### src/rtl/ontransit_pkg.sv
// Shared types for the on-transit sequencer consumer stages.
// Holds the burst-counter FSM state encoding, the default burst entry
// layout and the default counter width.
package ontransit_pkg;

  localparam int CNT_W_DEF = 8;

  typedef enum logic {
    IDLE = 1'b0,
    ACC  = 1'b1
  } state_t;

  typedef struct packed {
    logic [CNT_W_DEF-1:0] len;
    logic                 ovf;
  } burst_entry_t;

endpackage

### src/rtl/ontransit_fifo2.sv
// Two-entry register FIFO. The head entry always sits in e0, so the
// head output is a plain register with no read mux. A push into a full
// FIFO is ignored unless a pop happens in the same cycle.
module ontransit_fifo2 #(
  parameter int DATA_W = 9
) (
  input  logic              clk,
  input  logic              rst_n,
  input  logic              push,
  input  logic [DATA_W-1:0] din,
  input  logic              pop,
  output logic [DATA_W-1:0] head,
  output logic              full,
  output logic              empty
);

  logic [DATA_W-1:0] e0;
  logic [DATA_W-1:0] e1;
  logic [1:0]        cnt;

  assign head  = e0;
  assign full  = (cnt == 2'd2);
  assign empty = (cnt == 2'd0);

  // Shift-register storage: pop moves e1 into e0, push fills the first free slot.
  always_ff @(posedge clk or negedge rst_n) begin
    if (!rst_n) begin
      e0  <= '0;
      e1  <= '0;
      cnt <= 2'd0;
    end else begin
      case (cnt)
        2'd0: begin
          if (push) begin
            e0  <= din;
            cnt <= 2'd1;
          end
        end
        2'd1: begin
          if (push && pop) begin
            e0 <= din;
          end else if (push) begin
            e1  <= din;
            cnt <= 2'd2;
          end else if (pop) begin
            e0  <= '0;
            cnt <= 2'd0;
          end
        end
        default: begin
          if (pop) begin
            e0 <= e1;
            if (push) begin
              e1 <= din;
            end else begin
              e1  <= '0;
              cnt <= 2'd1;
            end
          end
        end
      endcase
    end
  end

endmodule

### src/rtl/ontransit_burst_counter.sv
// Burst-length counter behind the on-transit grant/step sequencer.
// Counts step pulses (s) during a run and, on the closing grant (g),
// queues {length, overflow} into a two-entry buffer read out through a
// valid/ready handshake. A closed burst that finds the buffer full is
// discarded and flagged with a one-cycle drop pulse.
// Optional: define ONTRANSIT_BURST_TIMEOUT_EN to force-close a burst
// after TIMEOUT_CYC step-free cycles (entry marked with ovf=1).
module ontransit_burst_counter
  import ontransit_pkg::*;
#(
  parameter int CNT_W       = CNT_W_DEF,
  parameter int TIMEOUT_CYC = 64
) (
  input  logic             clk,
  input  logic             rst_n,
  input  logic             s,
  input  logic             g,
  output logic [CNT_W-1:0] len,
  output logic             len_ovf,
  output logic             len_vld,
  input  logic             len_rdy,
  output logic             drop,
  output logic             busy
);

  if (CNT_W < 1) begin : g_bad_cnt_w
    $error("CNT_W must be at least 1");
  end
  if (TIMEOUT_CYC < 2) begin : g_bad_timeout
    $error("TIMEOUT_CYC must be at least 2");
  end

  // Saturating increment; the MSB reports that the input was already at max.
  function automatic logic [CNT_W:0] sat_inc(input logic [CNT_W-1:0] v);
    if (&v) return {1'b1, v};
    else    return {1'b0, v + 1'b1};
  endfunction

  state_t           state;
  logic [CNT_W-1:0] cnt;
  logic             ovf_r;
  logic [CNT_W-1:0] inc_val;
  logic             inc_hit;
  logic             push_req;
  logic [CNT_W-1:0] push_len;
  logic             push_ovf;
  logic             timeout;
  logic             pop;
  logic             fifo_full;
  logic             fifo_empty;
  logic [CNT_W:0]   fifo_head;

  assign {inc_hit, inc_val} = sat_inc(cnt);

`ifdef ONTRANSIT_BURST_TIMEOUT_EN
  localparam int IDLE_W = $clog2(TIMEOUT_CYC + 1);

  logic [IDLE_W-1:0] idle_cnt;

  assign timeout = (state == ACC) && !s && !g &&
                   (idle_cnt == IDLE_W'(TIMEOUT_CYC - 1));

  // Step-free cycle counter, live only while accumulating.
  always_ff @(posedge clk or negedge rst_n) begin
    if (!rst_n) begin
      idle_cnt <= '0;
    end else if ((state != ACC) || s || g || timeout) begin
      idle_cnt <= '0;
    end else begin
      idle_cnt <= idle_cnt + 1'b1;
    end
  end
`else
  assign timeout = 1'b0;
`endif

  // Entry to queue this cycle; a step coinciding with g belongs to the closing burst.
  always_comb begin
    push_req = 1'b0;
    push_len = '0;
    push_ovf = 1'b0;
    case (state)
      IDLE: begin
        if (g) begin
          push_req = 1'b1;
          push_len = s ? CNT_W'(1) : '0;
        end
      end
      ACC: begin
        if (g) begin
          push_req = 1'b1;
          push_len = s ? inc_val : cnt;
          push_ovf = ovf_r | (s & inc_hit);
        end else if (timeout) begin
          push_req = 1'b1;
          push_len = cnt;
          push_ovf = 1'b1;
        end
      end
      default: ;
    endcase
  end

  // Run tracking FSM: open on the first step, close on g (or timeout).
  always_ff @(posedge clk or negedge rst_n) begin
    if (!rst_n) begin
      state <= IDLE;
      cnt   <= '0;
      ovf_r <= 1'b0;
    end else begin
      case (state)
        IDLE: begin
          if (s && !g) begin
            state <= ACC;
            cnt   <= CNT_W'(1);
            ovf_r <= 1'b0;
          end
        end
        ACC: begin
          if (g || timeout) begin
            state <= IDLE;
            cnt   <= '0;
            ovf_r <= 1'b0;
          end else if (s) begin
            cnt   <= inc_val;
            ovf_r <= ovf_r | inc_hit;
          end
        end
        default: begin
          state <= IDLE;
          cnt   <= '0;
          ovf_r <= 1'b0;
        end
      endcase
    end
  end

  assign pop = len_vld && len_rdy;

  // Discard flag: a close that finds the buffer full with no pop to make room.
  always_ff @(posedge clk or negedge rst_n) begin
    if (!rst_n) begin
      drop <= 1'b0;
    end else begin
      drop <= push_req && fifo_full && !pop;
    end
  end

  ontransit_fifo2 #(
    .DATA_W(CNT_W + 1)
  ) u_fifo (
    .clk  (clk),
    .rst_n(rst_n),
    .push (push_req),
    .din  ({push_ovf, push_len}),
    .pop  (pop),
    .head (fifo_head),
    .full (fifo_full),
    .empty(fifo_empty)
  );

  assign len     = fifo_head[CNT_W-1:0];
  assign len_ovf = fifo_head[CNT_W];
  assign len_vld = !fifo_empty;
  assign busy    = (state == ACC);

endmodule

### config.mk
export PLATFORM = sky130hd
export DESIGN_NAME = ontransit_burst_counter
export DESIGN_NICKNAME = d
export VERILOG_FILES = /design/src/rtl/ontransit_pkg.sv /design/src/rtl/ontransit_fifo2.sv /design/src/rtl/ontransit_burst_counter.sv
export SDC_FILE = /design/constraint.sdc
export NUM_CORES = 1
export LEC_CHECK = 0
export ABC_AREA = 1
export ABC_CLOCK_PERIOD_IN_PS = 1850
export CAP_MARGIN = 5
export CORE_MARGIN = 5
export CORE_UTILIZATION = 35
export DETAILED_ROUTE_END_ITERATION = 8
export GPL_TIMING_DRIVEN = 0
export PLACE_DENSITY = 0.56
export SYNTH_ARGS = -nofsm -noshare
export SYNTH_HDL_FRONTEND = slang
export SYNTH_HIERARCHICAL = 1
export SYNTH_SLANG_ARGS = --single-unit
### constraint.sdc
create_clock -name clk -period 1.85 [get_ports clk]
set_input_delay 0.37 -clock clk [delete_from_list [all_inputs] [get_ports clk]]
set_output_delay 0.37 -clock clk [all_outputs]
set_load 0.01 [all_outputs]
==> results.ini, run 1 <==
[power_and_ir_drop]
p_leak_uw = 0.00127
power_uw = 2520
p_per_area_nw_per_um2 = 1040
vdd_ir_drop_max_mv = 0.651

[logic_synthesis]
synth_area_sq_um = 1930
netlist.top_cell.by_area = dfrtp_1
synth_area_per_cell_sq_um = 6.75
ys_ff_latch = 31
synth_fp_nets = 292
seq_area_frac_synth_pct = 40.2
ys_warn_count = 6
synth.distinct_cells = 25
synth_cells = 286
synth_top_area_share_pct = 40.2
synth.area.top_cells = dfrtp_1 40%, nand2_1 23%, nand3_1 7.8%

[place]
routabilityCongestion = 0.794
dp.final_hpwl_mm = 3.31
place_area_sq_um = 2180
port_buffers = 16

[cts]
cts-htree-levels = 2
ctsHoldBuffers = 0
root_buffer = clkbuf_8
cts.sinks = 31
clk_latency_ns = 0.28
cts_buffers = 5
clockBufferDepth = 2
cts_tree = built
clk_pin_slew_ns = 0.07

[setup_path]
crit_family = simple AND/OR/NAND/NOR gates
crit_required_ns = 2.08
arrival_ns = 1.97
crit_top_cell = nand2_1
cp_num_cells = 13
worst_setup_path_start_kind = register
endpoint_kind = register
worstPathMaxFanout = 7
criticalPathCategory = reg2reg
cp_slowest_cell = dfrtp_1
cp_num_buf_inv = 1
crit_chain = ha_4 > nand2_2 > nor2_4 > nand2_4 > nand3_1 > o21ai_0 > nor2_1 > inv_1 > nor2_1 > nand2_1 > nand3_1 > nand2_1 > nand2_1
reg2reg_depth = 13
max_stage_delay_ns = 0.42

[timing]
maxSlewHeadroom_pct = 51.4
clock_skew_ns = 0.00519
tightest_slew_ns = 0.729
period_needed_ns = 1.75
maxSlewViolCount = 0
setup_viol = 0
max_freq_mhz = 572
rsz0062_at_grt = true
finalHoldViolCount = 0
min_period_over_period_pct = 94.5

[final_layout]
area_delta_synth_final_pct = 25.7
final_common_cell = nand2_1
antennaDiodeCount = 0
final_cell_mix = 116 x nand2_1, 28 x nand3_1, 28 x dfrtp_1
drive_above_1_share_pct = 18.6
final_core_util_pct = 44.7
final_net_count = 323
design_area_sq_um = 2430

[global_routing]
grtUsageTotal_pct = 13.9
grt_max_degree = 32
grt_pass1_wl_mm = 8.07
grt_pass1_vias = 1813
grt-ovfl-total = 0
antenna_found_initial = 0

[die]
ios = 17
core-area_sq_um = 5440
start_util_pct = 35.5
die-area_sq_um = 7110
fp.dieH_um = 84.3
die_x_um = 84.3
core.rowCount = 27

[routing]
postRouteAntennaNets = 0
viasPerCell = 4.57
remaining_drc_errors = 0
vias = 1782
drt_pre_antenna_iters = 4
wire_per_inst_um = 11.8
drt-initial-drc-count = 98
routed_wl_mm = 4.58

[job]
drv_cap = 0

[outcome]
status = finished, final reports clean

[min_path]
holdCritPathClass = in2async

stage by stage:
step	std cells	setup slack [ns]	TNS [ns]	hold WS [ns]
floorplan	286	0.169	0	0.0744
global placement	374	-0.389	-11.80	0.462
detailed placement	374	-0.370	-4.32	0.463
CTS	387	-0.0207	-0.0207	0.159
global route	390	-0.0451	-0.159	0.201
finish	390	0.102	0	0.142
cell type report:
cell class / count / area (sq um)
Tap cell: 72 / 90.1
Buffer: 5 / 32.5
Clock buffer: 6 / 82.6
Fill cell: 574 / 3010
Inverter: 35 / 131
Multi-Input combinational cell: 215 / 1060
Clock inverter: 2 / 35.0
Timing Repair Buffer: 24 / 220
Sequential cell: 31 / 779
per-layer routing:
| layer | GRT usage [%] | up-vias | routed length (um) |
|---|---|---|---|
| met5 | 0 | - | 0 |
| met4 | 5.41 | 0 | 84 |
| met3 | 3.24 | 8 | 105 |
| met2 | 23.8 | 16 | 2200 |
| met1 | 16.8 | 805 | 2190 |
| li1 | - | 953 | - |
logic make-up after synthesis:
| group | synth area share, % |
|---|---|
| simple gates | 42.1 |
| compound gates | 8.23 |
| xor+xnor | 0.907 |
| fa+ha+maj | 0.648 |
| buf+inv | 7.97 |
| flops | 40.2 |
sequential cells by signal (all words and copies together) (netlist names):
name,count
cnt,8
busy,1
u_fifo/e1,9
drop,1
ovf_r,1
u_fifo/cnt,2
u_fifo/head,9
power breakdown:
| group | switching (uW) | leakage [uW] | internal [uW] |
|---|---|---|---|
| clock | 268 | 0.0000612 | 436 |
| sequential | 74.6 | 0.000416 | 778 |
| combinational | 604 | 0.000793 | 358 |
path summary, 6_finish.rpt:
| path | startpoint | to | slack, ns |
|---|---|---|---|
| worst max-delay path | cnt[1]$_DFFE_PN0P_ | u_fifo/head[4]$_DFFE_PN0P_ | 0.10 |
| worst min-delay path | rst_n | u_fifo/cnt[1]$_DFFE_PN0P_ | 0.14 |
| worst max register to register | cnt[1]$_DFFE_PN0P_ | u_fifo/head[4]$_DFFE_PN0P_ | 0.10 |
| worst min register to register | u_fifo/e1[3]$_DFFE_PN0P_ | u_fifo/e1[3]$_DFFE_PN0P_ | 0.48 |
| max in group asynchronous | rst_n | cnt[4]$_DFFE_PN0P_ | 1.20 |
| min in group clk | u_fifo/e1[3]$_DFFE_PN0P_ | u_fifo/e1[3]$_DFFE_PN0P_ | 0.48 |
Yosys cell counts:
cell type	n
inv_2	6
o21ai_0	4
nand2_2	4
xor2_1	1
o21ai_1	4
nand4_1	1
o211ai_1	1
nor2_1	22
a21oi_1	14
buf_1	1
o21ai_4	1
nand2_1	118
nor2_2	3
nand3_1	30
xnor2_1	1
inv_1	29
clkbuf_1	1
ha_1	1
buf_2	3
a22oi_1	1
o21ai_2	2
nor2_8	1
nand2_4	4
dfrtp_1	31
nor2_4	2
timing repair:
| action | 4_1_cts | 5_1_grt |
|---|---|---|
| resized for setup | 6 | 21 |
| endpoints found under the setup margin | 11 | 18 |
| pin swaps | 0 | 3 |
| setup buffers | 5 | 3 |
Note: power is estimated with default switching activity, not from simulation.
==> inputs of run 2 (changes only) <==
- CORE_UTILIZATION: 35 -> 57
- PLACE_DENSITY: 0.56 -> 0.82
==> results.ini, run 2 (synthesis results as in run 1) <==
[job]
drv_cap = 0  ; unchanged

[timing]
maxSlewHeadroom_pct = 48.1  ; -3.4 points
period_needed_ns = 1.76  ; +0.00957 ns
min_period_over_period_pct = 95.0  ; +0.52 points
maxSlewViolCount = 0  ; unchanged
tightest_slew_ns = 0.777  ; +0.0482 ns
whs_ns = 0.478  ; +0.336 ns
rsz0062_at_grt = true
setup_viol = 0  ; unchanged
finalHoldViolCount = 0  ; unchanged
max_freq_mhz = 569  ; -0.54%
clock_skew_ns = 0.0130  ; +0.00783 ns

[routing]
vias = 1844  ; +3.5%
wire_per_inst_um = 12.2  ; +4.1%
remaining_drc_errors = 0  ; unchanged
routed_wl_mm = 4.44  ; -3.1%
postRouteAntennaNets = 0  ; unchanged
drt-initial-drc-count = 126  ; +29%
drt_pre_antenna_iters = 4  ; unchanged
viasPerCell = 5.08  ; +11%

[cts]
cts_tree = built
clk_pin_slew_ns = 0.09  ; +0.02 ns
root_buffer = clkbuf_4
clk_latency_ns = 0.33  ; +0.05 ns
cts.sinks = 31  ; unchanged
clockBufferDepth = 2  ; unchanged
cts_buffers = 5  ; unchanged
cts-htree-levels = 2  ; unchanged
ctsHoldBuffers = 0  ; unchanged

[global_routing]
use_met1_pct = 25.7  ; +8.9 points
grt_use_met2_pct = 36.1  ; +12 points
grt-ovfl-total = 0  ; unchanged
grt_pass1_wl_mm = 7.45  ; -7.8%
grt_pass1_vias = 1705  ; -6.0%
busiest_layer = met2
grtUsageTotal_pct = 21.6  ; +7.8 points
met3_usage_pct = 6.08  ; +2.8 points
grt_max_degree = 17  ; -47%
antenna_found_initial = 0  ; unchanged

[power_and_ir_drop]
pwr-share-seq_pct = 38.3  ; +4.5 points
swShare_pct = 40.3  ; +2.7 points
power_frac_comb_pct = 41.8  ; +3.6 points
p_switching_uw = 906  ; -4.4%
vdd_ir_drop_max_mv = 0.883  ; +36%
p_leak_uw = 0.00124  ; -2.8%
p_per_area_nw_per_um2 = 956  ; -7.8%
power.clock.fraction_pct = 19.9  ; -8.0 points
p_int_uw = 1340  ; -15%

[min_path]
hold_start = u_fifo/e1[2]$_DFFE_PN0P_
hold_path_depth = 2
holdCritPathClass = reg2reg

[setup_path]
cp-startpoint = s
reg2reg_depth = 15  ; +2
arrival_ns = 2.03  ; +0.06 ns
worst_setup_path_start_kind = input port
criticalPathCategory = in2reg
endpoint_kind = register
crit_required_ns = 2.13  ; +0.05 ns
worstPathMaxFanout = 5  ; -2
reg2reg_from = cnt[0]$_DFFE_PN0P_

[final_layout]
final_net_count = 322  ; -0.31%
antennaDiodeCount = 0  ; unchanged
final_common_cell = nand2_1
design_area_sq_um = 2350  ; -3.1%
drive_above_1_share_pct = 17.7  ; -0.89 points
area_delta_synth_final_pct = 21.8
final_cell_mix = 116 x nand2_1, 30 x nand3_1, 28 x inv_1

[die]
ios = 17  ; unchanged
die_x_um = 68.2  ; -19%
core.rowCount = 21  ; -22%
start_util_pct = 58.4  ; +23 points
die-area_sq_um = 4650  ; -35%
core-area_sq_um = 3310  ; -39%
fp.dieH_um = 68.2  ; -19%

[place]
port_buffers = 16  ; unchanged
routabilityCongestion = 0.867  ; +9.2%
place_area_sq_um = 2180  ; unchanged
dp.final_hpwl_mm = 3.24  ; -2.0%

[outcome]
status = finished, final reports clean

==> run 2: area by class of cell <==
cell class / instances / area, sq um
multi-input cells: 215 / 1050
fillers: 288 / 958
flip-flops and latches: 31 / 783
repair buffers: 23 / 231
inverters: 35 / 131
clock buffers: 8 / 68.8
well taps: 46 / 57.6
plain buffers: 5 / 30.0
==> run 2: worst paths after layout <==
path	end	slack, ns
worst max-delay path	u_fifo/head[6]$_DFFE_PN0P_	0.09
worst min-delay path	u_fifo/e1[2]$_DFFE_PN0P_	0.48
worst max register to register	u_fifo/head[6]$_DFFE_PN0P_	0.10
worst min register to register	u_fifo/e1[2]$_DFFE_PN0P_	0.48
max in group asynchronous	cnt[4]$_DFFE_PN0P_	0.81
min in group asynchronous	u_fifo/e1[6]$_DFFE_PN0P_	0.49
==> run 2: routing by layer <==
metal	up-vias	part of all wire, %
met4	0	2.0
met3	10	3.9
met2	58	50
met1	825	44
met5	-	0
li1	951	-
==> run 2: metrics by stage <==
stage / setup WS [ns] / total power, uW / TNS, ns / utilization, % / cells
4_1_cts: 0.0456 / 2230 / 0 / 69.5 / 362
6_report: 0.0927 / 2250 / 0 / 71.1 / 363
3_5_place_dp: -0.381 / 1700 / -4.47 / 65.8 / 349
5_1_grt: -0.0214 / 2410 / -0.0442 / 71.1 / 363
3_3_place_gp: -0.351 / 1670 / -8.13 / 64.9 / 348
2_1_floorplan: 0.169 / 1430 / 0 / - / 286
==> run 2: timing repair <==
| item | CTS | global route |
|---|---|---|
| endpoints found under the hold margin | 0 | 0 |
| pin swaps | 1 | 3 |
| setup buffers | 5 | 1 |
| gates resized for setup | 9 | 15 |
| setup endpoints to repair | 10 | 13 |
| gates cloned | 0 | 0 |
==> run 2: worst max-delay path, stage by stage <==
cell	delay, ns
clkdlybuf4s50_1	0.55
inv_1	0.16
nor2_4	0.15
o21ai_1	0.09
o21ai_2	0.09
inv_2	0.06
nor2_2	0.09
inv_1	0.08
nor2_1	0.10
nand2_1	0.06
nand3_1	0.10
nand2_1	0.08
nand2_1	0.06
==> run 2: power groups by stage <==
stage	clock [uW]	sequential [uW]	combinational, uW
after floorplan	0	879	550
after global placement	0	870	804
after detailed placement	0	874	830
after CTS	460	855	920
after global routing	497	872	1040
final	446	861	940
==> inputs of run 3 (changes only) <==
- HOLD_SLACK_MARGIN: not set -> 0.06
- SETUP_SLACK_MARGIN: not set -> 0.5
==> results.ini, run 3 (synthesis results as in run 1) <==
[setup_path]
reg2reg_from = cnt[1]$_DFFE_PN0P_
arrival_ns = 1.98  ; -0.05 ns
cp_num_cells = 13  ; unchanged
crit_chain = ha_4 > nand2_4 > nor2_4 > nand2_4 > nand3_2 > nand2_1 > nor2_2 > inv_2 > nor2_2 > nand2_1 > nand3_1 > nand2_1 > nand2_1
max_stage_delay_ns = 0.42  ; -0.13 ns
cp-startpoint = cnt[1]$_DFFE_PN0P_
rr_endpoint = u_fifo/head[3]$_DFFE_PN0P_
cp_num_buf_inv = 1  ; -3
reg2reg_depth = 13  ; -2
worstPathMaxFanout = 7  ; +2
crit_required_ns = 2.11  ; -0.02 ns
r2r_slack_ns = 0.13  ; +0.03 ns
worst_setup_path_start_kind = register
endpoint = u_fifo/head[3]$_DFFE_PN0P_
cp_slowest_cell = dfrtp_1
crit_top_cell = nand2_1
endpoint_kind = register
criticalPathCategory = reg2reg
crit_family = simple AND/OR/NAND/NOR gates

[routing]
drt-initial-drc-count = 116  ; -7.9%
postRouteAntennaNets = 0  ; unchanged
routed_wl_mm = 5.11  ; +15%
viasPerCell = 5.27  ; +3.8%
vias = 2003  ; +8.6%
remaining_drc_errors = 0  ; unchanged
wire_per_inst_um = 13.4  ; +9.9%
drt_pre_antenna_iters = 4  ; unchanged

[final_layout]
fillerInstances = 225  ; -22%
antennaDiodeCount = 0  ; unchanged
layout.cells.non_filler = 380  ; +4.7%
final_cell_mix = 108 x nand2_1, 27 x dfrtp_1, 21 x inv_1, 21 x nand3_1, 17 x buf_4
drive_above_1_share_pct = 35.9  ; +18 points
area_delta_synth_final_pct = 35.3
final_net_count = 340  ; +5.6%
design_area_sq_um = 2610  ; +11%
final_common_cell = nand2_1

[global_routing]
grt_pass1_wl_mm = 8.14  ; +9.4%
grt_max_degree = 22  ; +5
grt_pass1_vias = 1814  ; +6.4%
grt-ovfl-total = 0  ; unchanged
antenna_found_initial = 0  ; unchanged
grtUsageTotal_pct = 23.5  ; +1.9 points

[die]
core-area_sq_um = 3310  ; unchanged
die-area_sq_um = 4650  ; unchanged
start_util_pct = 58.4  ; unchanged
fp.dieH_um = 68.2  ; unchanged
core.rowCount = 21  ; unchanged
die_x_um = 68.2  ; unchanged
ios = 17  ; unchanged

[cts]
cts_tree = built
cts_buffers = 5  ; unchanged
ctsHoldBuffers = 0  ; unchanged
cts-htree-levels = 2  ; unchanged
root_buffer = clkbuf_4
cts.sinks = 31  ; unchanged
clk_pin_slew_ns = 0.10  ; about the same
clk_latency_ns = 0.34  ; about the same
clockBufferDepth = 2  ; unchanged

[timing]
max_freq_mhz = 582  ; +2.3%
maxSlewViolCount = 0  ; unchanged
maxSlewHeadroom_pct = 56.1  ; +8.0 points
setup_viol = 0  ; unchanged
period_needed_ns = 1.72  ; -0.0394 ns
clock_skew_ns = 0.0156  ; +0.00255 ns
finalHoldViolCount = 0  ; unchanged
min_period_over_period_pct = 92.9  ; -2.1 points
tightest_slew_ns = 0.657  ; -0.120 ns
rsz0062_at_grt = true

[job]
drv_cap = 0  ; unchanged

[power_and_ir_drop]
power_uw = 2520  ; +12%
p_per_area_nw_per_um2 = 965  ; +0.94%
vdd_ir_drop_max_mv = 0.814  ; -7.8%
p_leak_uw = 0.00140  ; +14%

[outcome]
status = finished, final reports clean

[place]
dp.final_hpwl_mm = 3.20  ; -1.3%
dp.cells = 349  ; unchanged
routabilityCongestion = 0.828  ; -4.4%
place_area_sq_um = 2220  ; +2.0%
port_buffers = 16  ; unchanged

[min_path]
holdCritPathClass = in2async

==> run 3: area by class of cell <==
class,instances,area [sq um],share of cell area [%]
Inverter,35,136,5.22
Sequential cell,31,781,29.9
Timing Repair inverter,1,7.51,0.287
Clock inverter,1,5.00,0.191
Multi-Input combinational cell,215,1200,46.1
Tap cell,46,57.6,2.20
Timing Repair Buffer,40,332,12.7
Clock buffer,6,51.3,1.96
Buffer,5,38.8,1.48
==> run 3: metal layers <==
layer	vias up	wire [um]	part of all wire [%]	global-route usage (%)
met5	-	0	0	0
met4	0	113	2.2	9.43
met3	14	247	4.8	5.09
met2	72	2660	52	40.4
met1	930	2090	41	28.5
li1	987	-	-	-
==> run 3: report_power, final <==
group | leakage (uW) | total [uW] | switching [uW] | internal (uW)
registers | 0.000415 | 852 | 74.7 | 778
logic | 0.000953 | 1270 | 767 | 507
clock network | 0.0000341 | 395 | 220 | 176
==> run 3: worst min path at each step <==
stage                        startpoint                       end  slack (ns)
4_1_cts                           rst_n        cnt[1]$_DFFE_PN0P_        0.43
5_1_grt                           rst_n        cnt[1]$_DFFE_PN0P_        0.45
2_1_floorplan                     rst_n            busy$_DFF_PN0_        0.07
6_report                          rst_n        cnt[1]$_DFFE_PN0P_        0.43
3_3_place_gp   u_fifo/e1[5]$_DFFE_PN0P_  u_fifo/e1[5]$_DFFE_PN0P_        0.46
3_5_place_dp   u_fifo/e1[2]$_DFFE_PN0P_  u_fifo/e1[2]$_DFFE_PN0P_        0.47
==> run 3: metrics by stage <==
step / hold slack, ns / setup WS (ns) / utilization (%) / setup TNS [ns]
detailed placement: 0.469 / -0.415 / 67.1 / -4.61
global route: 0.450 / 0.00866 / 78.9 / 0
finish: 0.429 / 0.132 / 78.9 / 0
CTS: 0.431 / 0.195 / 76.6 / 0
floorplan: 0.0744 / 0.270 / - / 0
global placement: 0.460 / -0.403 / 66.3 / -8.50
==> run 3: what timing repair did <==
| action | 4_1_cts | 5_1_grt |
|---|---|---|
| gates cloned | 1 | 1 |
| buffers inserted | 16 | 6 |
| endpoints found under the setup margin | 40 | 35 |
| pin swaps | 11 | 21 |
| endpoints found under the hold margin | 0 | 0 |
| resized for setup | 66 | 35 |
==> run 3: worst register-to-register path, delay by kind of cell (launching register included) <==
family	cells	cell delay, ns
adders and majority gates	1	0.17
and+or+nand+nor	11	1.00
DFF	1	0.42
buffers and inverters	1	0.07
==> variant 1, RTL diff (config.mk and constraints of run 3) <==
Set the package constant `CNT_W_DEF` to 6 (it was 8).
--- a/src/rtl/ontransit_pkg.sv
+++ b/src/rtl/ontransit_pkg.sv
@@ -5,3 +5,3 @@
 
-  localparam int CNT_W_DEF = 8;
+  localparam int CNT_W_DEF = 6;
 
Ports: changed (resized len); port bits go from 17 to 15. No check against the original RTL was run, so the function may have changed too.
==> variant 1 against run 3 <==
Die area decreased by 14%. Critical path type unchanged. Via count decreased by 13%. Critical path depth decreased by 1. Routed wire length decreased by 4.4%. Sequential cell count decreased by 6. Power decreased by 21%. Critical endpoint is now u_fifo/head[0]. Core utilization increased by 1.4 points. Area after synthesis decreased by 16%. First-iteration DRC count increased by 85%. Sequential power decreased by 22%. Design area decreased by 16%. Worst setup slack got worse by 0.0056 ns.
==> variant 1: results (changes against run 3) <==
- Sequential area share after synthesis: 38.7% (-1.5 points)
* Final GP Congestion: 0.851 (+2.7%)
* Peak supply drop: 0.999 mV (+23%)
* Worst Path Arrival: 2.01 ns (+0.03 ns)
- Skew final: 0.00143 ns (-0.0141 ns)
- Class of the tightest hold or removal check: in -> reg
- Clock tree synthesis selected as its root buffer the cell clkbuf_4.
- STA classifies the critical path startpoint as a register.
* Status: completed
- Ranked by total cell area, the synthesized netlist is headed by dfrtp_1 (39%), nand2_1 (21%), nor2_1 (5.3%).
- The overall routing resource usage came to 20.5% (-3.0 points).
- Maximum level of the CTS H-tree: 1 (-1)
- Number of buffers added on ports: 14 (-2)
* Transition time at the pin with the least slew margin: 0.462 ns (-0.195 ns)
- Fraction of the mapped netlist area in compound gates: 6.42% (-1.8 points)
- Avg Vias per Cell: 5.76 (+9.2%)
- Arithmetic-cell share of the synthesized area counting full adders, half adders and majority gates: 0.774% (+0.13 points)
- The via count of the routed design came to 1739 (-13%).
* Clock buffer count from CTS: 3 (-2)
- The distinct cell type count of the synthesized netlist came to 28 (+12%).
- Largest driver fanout on the critical path: 3 (-4)
* Clock-pin transition on the worst setup and hold timing paths: 0.14 ns (+0.04 ns)
- Initial drt markers: 215 (+85%)
- The number of fill cells in the layout is 167 (-26%).
- Synth cell count leaders: nand2_1 (90), dfrtp_1 (25), nor2_1 (23)
* First-pass iteration count of the detailed router: 5 (+1)
- The post-synthesis cell count is 225 (-21%).
- Post-Place Cells: 270 (-23%)
- The number of nets at the end of the flow was 278 (-18%).
* Post-synthesis share of cell area spent on xor and xnor gates: 1.55% (+0.64 points)
* Global-route wire length before repair: 6.73 mm (-17%)
- Worst path slowest cell: dfrtp_2
- Average routed wire per standard cell: 16.2 um (+20%)
* Ratio of cells with drive above 1 in the final layout: 41.7% (+5.8 points)
- Number of global-route vias before repair: 1517 (-16%)
- Static leakage: 0.00116 uW (-17%)
* Largest net degree at the start of global routing: 26 (+18%)
* Sum of net half-perimeters after detailed placement: 2.47 mm (-23%)
-- variant 1: kinds of logic (layout without fill, tap and decap cells) --
logic type	after synthesis	in the layout
AOI/OAI and AO/OA	16	16
xor gates and xnor gates	2	2
adders and majority gates	1	1
buffers and inverters	30	76
DFF	25	25
and+or+nand+nor	151	151
-- variant 1: layout make-up --
type	instances	area, um^2	share of cell area [%]
Multi-Input combinational cell	170	1020	46.4
Sequential cell	25	629	28.7
Timing Repair Buffer	42	334	15.2
Inverter	26	103	4.67
Buffer	4	45.0	2.05
Tap cell	31	38.8	1.77
Clock buffer	3	22.5	1.03
Clock inverter	1	5.00	0.228
-- variant 1: repair_timing --
item                                    4_1_cts  5_1_grt
gates resized for setup                      39       42
gates cloned                                  0        0
setup buffers                                18        8
endpoints found under the setup margin       58       33
pin swaps                                    22       29
hold buffers                                  0        1
hold endpoints to repair                      0        6
-- variant 1: final timing paths --
| check | from | endpoint | slack, ns | depth (start not counted) |
|---|---|---|---|---|
| hold reg to reg | u_fifo/head[0] | u_fifo/head[0] | 0.50 | 2 |
| hold / removal | g | drop | 0.41 | 3 |
| min in group asynchronous | rst_n | cnt[2] | 0.61 | 2 |
| setup / recovery | cnt[1] | u_fifo/head[0] | 0.13 | 12 |
| setup reg to reg | cnt[1] | u_fifo/head[0] | 0.13 | 12 |
| max in group asynchronous | rst_n | cnt[1] | 0.79 | 3 |
-- variant 1: worst max-delay path, delay by kind of cell (launching register included) --
family                     cells  cell delay (ns)
AOI/OAI and AO/OA              1             0.21
DFF                            1             0.43
buffers and inverters          1             0.05
adders and majority gates      1             0.19
and+or+nand+nor                9             0.79
-- variant 1: per-stage QoR --
stage | setup WS [ns] | instance area, um^2
after CTS | 0.258 | 2060
after floorplan | 0.394 | 1660
after global placement | -0.257 | 1840
final | 0.127 | 2200
after detailed placement | -0.253 | 1840
after global routing | 0.0357 | 2200
-- variant 1: power breakdown --
group | leakage (uW) | switching, uW | internal [uW]
Combinational | 0.000810 | 673 | 397
Sequential | 0.000335 | 43.6 | 619
Clock | 0.0000177 | 177 | 81.4
Total | 0.00116 | 893 | 1100
-- variant 1: metal layers --
metal  share of wire [%]  global-route usage [%]  up-vias
li1                    -                       -      787
met1                  39                    27.7      799
met2                  47                    33.5      117
met3                 8.5                    3.02       36
met4                 5.7                    7.01        0
met5                   0                       0        -
==> variant 2, RTL diff (config.mk and constraints of run 3) <==
Without the edit above. Put a register stage on the output `len_ovf`, cleared by the reset. The value now appears one clock later. The other outputs are not delayed to match.
--- a/src/rtl/ontransit_burst_counter.sv
+++ b/src/rtl/ontransit_burst_counter.sv
@@ -162,3 +162,9 @@
   assign len     = fifo_head[CNT_W-1:0];
-  assign len_ovf = fifo_head[CNT_W];
+  always_ff @(posedge clk or negedge rst_n) begin
+    if (!rst_n) begin
+      len_ovf <= '0;
+    end else begin
+      len_ovf <= fifo_head[CNT_W];
+    end
+  end
   assign len_vld = !fifo_empty;
Check against the original RTL: no difference found for any inputs over 10 cycles, from zero or initial values and one cycle with rst_n low; that may be too few to reach the edited logic, so the function may still have changed.
==> variant 2 against run 3 <==
Final cell count down 0.26%. First-iteration DRC count rose by 14%. Design area is essentially flat. Highest routed layer unchanged. Sequential power rose by 2.6%. Routed wire length decreased by 3.0%. Area after synthesis increased by 1.3%. Synthesized cell count is 0.35% higher. Worst setup slack worse by 0.055 ns. Non-clock buffer count fell by 2. Sequential share of layout area grew 0.99 points. Power grew 1.2%. Core utilization decreased by 0.58 points. Sequential cell count increased by 1.
==> variant 2: results (changes against run 3) <==
- The largest fanout on the critical path came to 5 (-2).
- Final GP Congestion: 0.868 (+4.8%)
- The min-delay analysis places its worst path in the category reg -> reg.
- The post-DP HPWL came to 3.27 mm (+2.0%).
- The worst IR drop on VDD is 0.959 mV (+18%).
- The overall routing resource usage came to 22.8% (-0.72 points).
* # fillers: 225 (unchanged)
* Minimum setup slack after placement: -0.394 ns (+0.0204 ns)
- Final layout net count: 338 (-0.59%)
- Largest cells by area after synthesis: dfrtp_1 (41%), nand2_1 (23%), nand3_1 (7.7%)
- Avg Vias per Cell: 5.22 (-0.94%)
* Synth cell count leaders: nand2_1 (118), dfrtp_1 (32), nand3_1 (30)
- The post-synthesis cell count was 287 (+0.35%).
- Static leakage: 0.00140 uW (-0.23%)
- Sequential area share after synthesis: 40.9% (+0.77 points)
- The maximum clock path buffer count is 2 (unchanged).
- The TritonCTS buffer count was 5 (unchanged).
- The number of instances in the placed design was 350 (+0.29%).
- The number of synthesized register bits is 32 (+3.2%).
- Count of distinct cell types in the synthesized netlist: 25 (unchanged)
- Fin cells: 379 (-0.26%)
* Largest net degree at the start of global routing: 18 (-18%)
- Number of global-route vias before repair: 1811 (-0.17%)
* Worst path slowest cell: clkdlybuf4s50_1
- The initial DRC count is 132 (+14%).
- The largest incremental delay on the critical path is 0.57 ns (+0.15 ns).
- Ratio of cells with drive above 1 in the final layout: 34.5% (-1.4 points)
- The signal arrival time at the worst endpoint came to 2.05 ns (+0.07 ns).
- The total detailed-routing wirelength was 4.95 mm (-3.0%).
- The final clock skew was 0.00655 ns (-0.00902 ns).
* Slew headroom: 45.4% (-11 points)
- The global-route wire length before repair is 7.91 mm (-2.8%).
- The flow ran to the end, and the final reports show no timing, DRC or antenna violations.
-- variant 2: cell count changes after synthesis, sizes merged --
cell,delta
dfrtp,+1
-- variant 2: layout make-up --
| class | instances | area share (%) |
|---|---|---|
| sequential | 32 | 30.9 |
| tap | 46 | 2.20 |
| multi-input combinational | 215 | 45.2 |
| clock buffer | 6 | 1.58 |
| timing repair buffer | 38 | 12.3 |
| clock inverter | 2 | 1.34 |
| buffer | 5 | 1.48 |
| inverter | 35 | 5.02 |
-- variant 2: logic make-up (layout without fill, tap and decap cells) --
group | Yosys count | in the layout | synth area share, %
buffers and inverters | 40 | 86 | 7.86
AO/OA/AOI/OAI | 27 | 27 | 8.12
adder cells (fa/ha/maj) | 1 | 1 | 0.639
AND/OR/NAND/NOR | 185 | 185 | 41.6
flip-flops | 32 | 32 | 40.9
XOR/XNOR | 2 | 2 | 0.895
-- variant 2: worst max-delay path, delay by kind of cell --
| family | cells | cell delay (ns) |
|---|---|---|
| simple gates | 7 | 0.65 |
| buf+inv | 4 | 0.86 |
| compound gates | 2 | 0.17 |
-- variant 2: worst paths after layout --
path | start | slack, ns | end | cells after the start
worst max-delay path | s | 0.08 | u_fifo/head[6] | 13
worst min register to register | u_fifo/head[8] | 0.39 | len_ovf | 0
worst min-delay path | u_fifo/head[8] | 0.39 | len_ovf | 0
worst max register to register | cnt[1] | 0.10 | u_fifo/head[6] | 15
min in group asynchronous | rst_n | 0.50 | u_fifo/head[5] | 1
max in group asynchronous | rst_n | 0.78 | u_fifo/cnt[1] | 2
-- variant 2: repair_timing --
item                                    in CTS  in global routing
hold buffers                                 0                  0
buffers inserted                            17                  4
endpoints found under the setup margin      40                 35
gates resized for setup                     62                 33
hold endpoints to repair                     0                  0
pin swaps                                   23                  9
-- variant 2: power breakdown --
part | switching (uW) | internal [uW]
clock network | 228 | 283
registers | 74.1 | 800
logic | 703 | 465
total | 1000 | 1550
-- variant 2: metal layers --
metal / global-route usage, % / vias up / part of all wire (%)
li1: - / 988 / -
met1: 25.2 / 930 / 40
met2: 40.5 / 48 / 54
met3: 5.51 / 13 / 3.3
met4: 11.4 / 0 / 2.3
met5: 0 / - / 0
-- variant 2: per-stage QoR --
| stage | utilization, % | area, um^2 |
|---|---|---|
| floorplan | - | 2000 |
| finish | 78.4 | 2620 |
| detailed placement | 67.3 | 2250 |
| global route | 78.4 | 2620 |
| CTS | 77.1 | 2570 |
| global placement | 66.5 | 2220 |
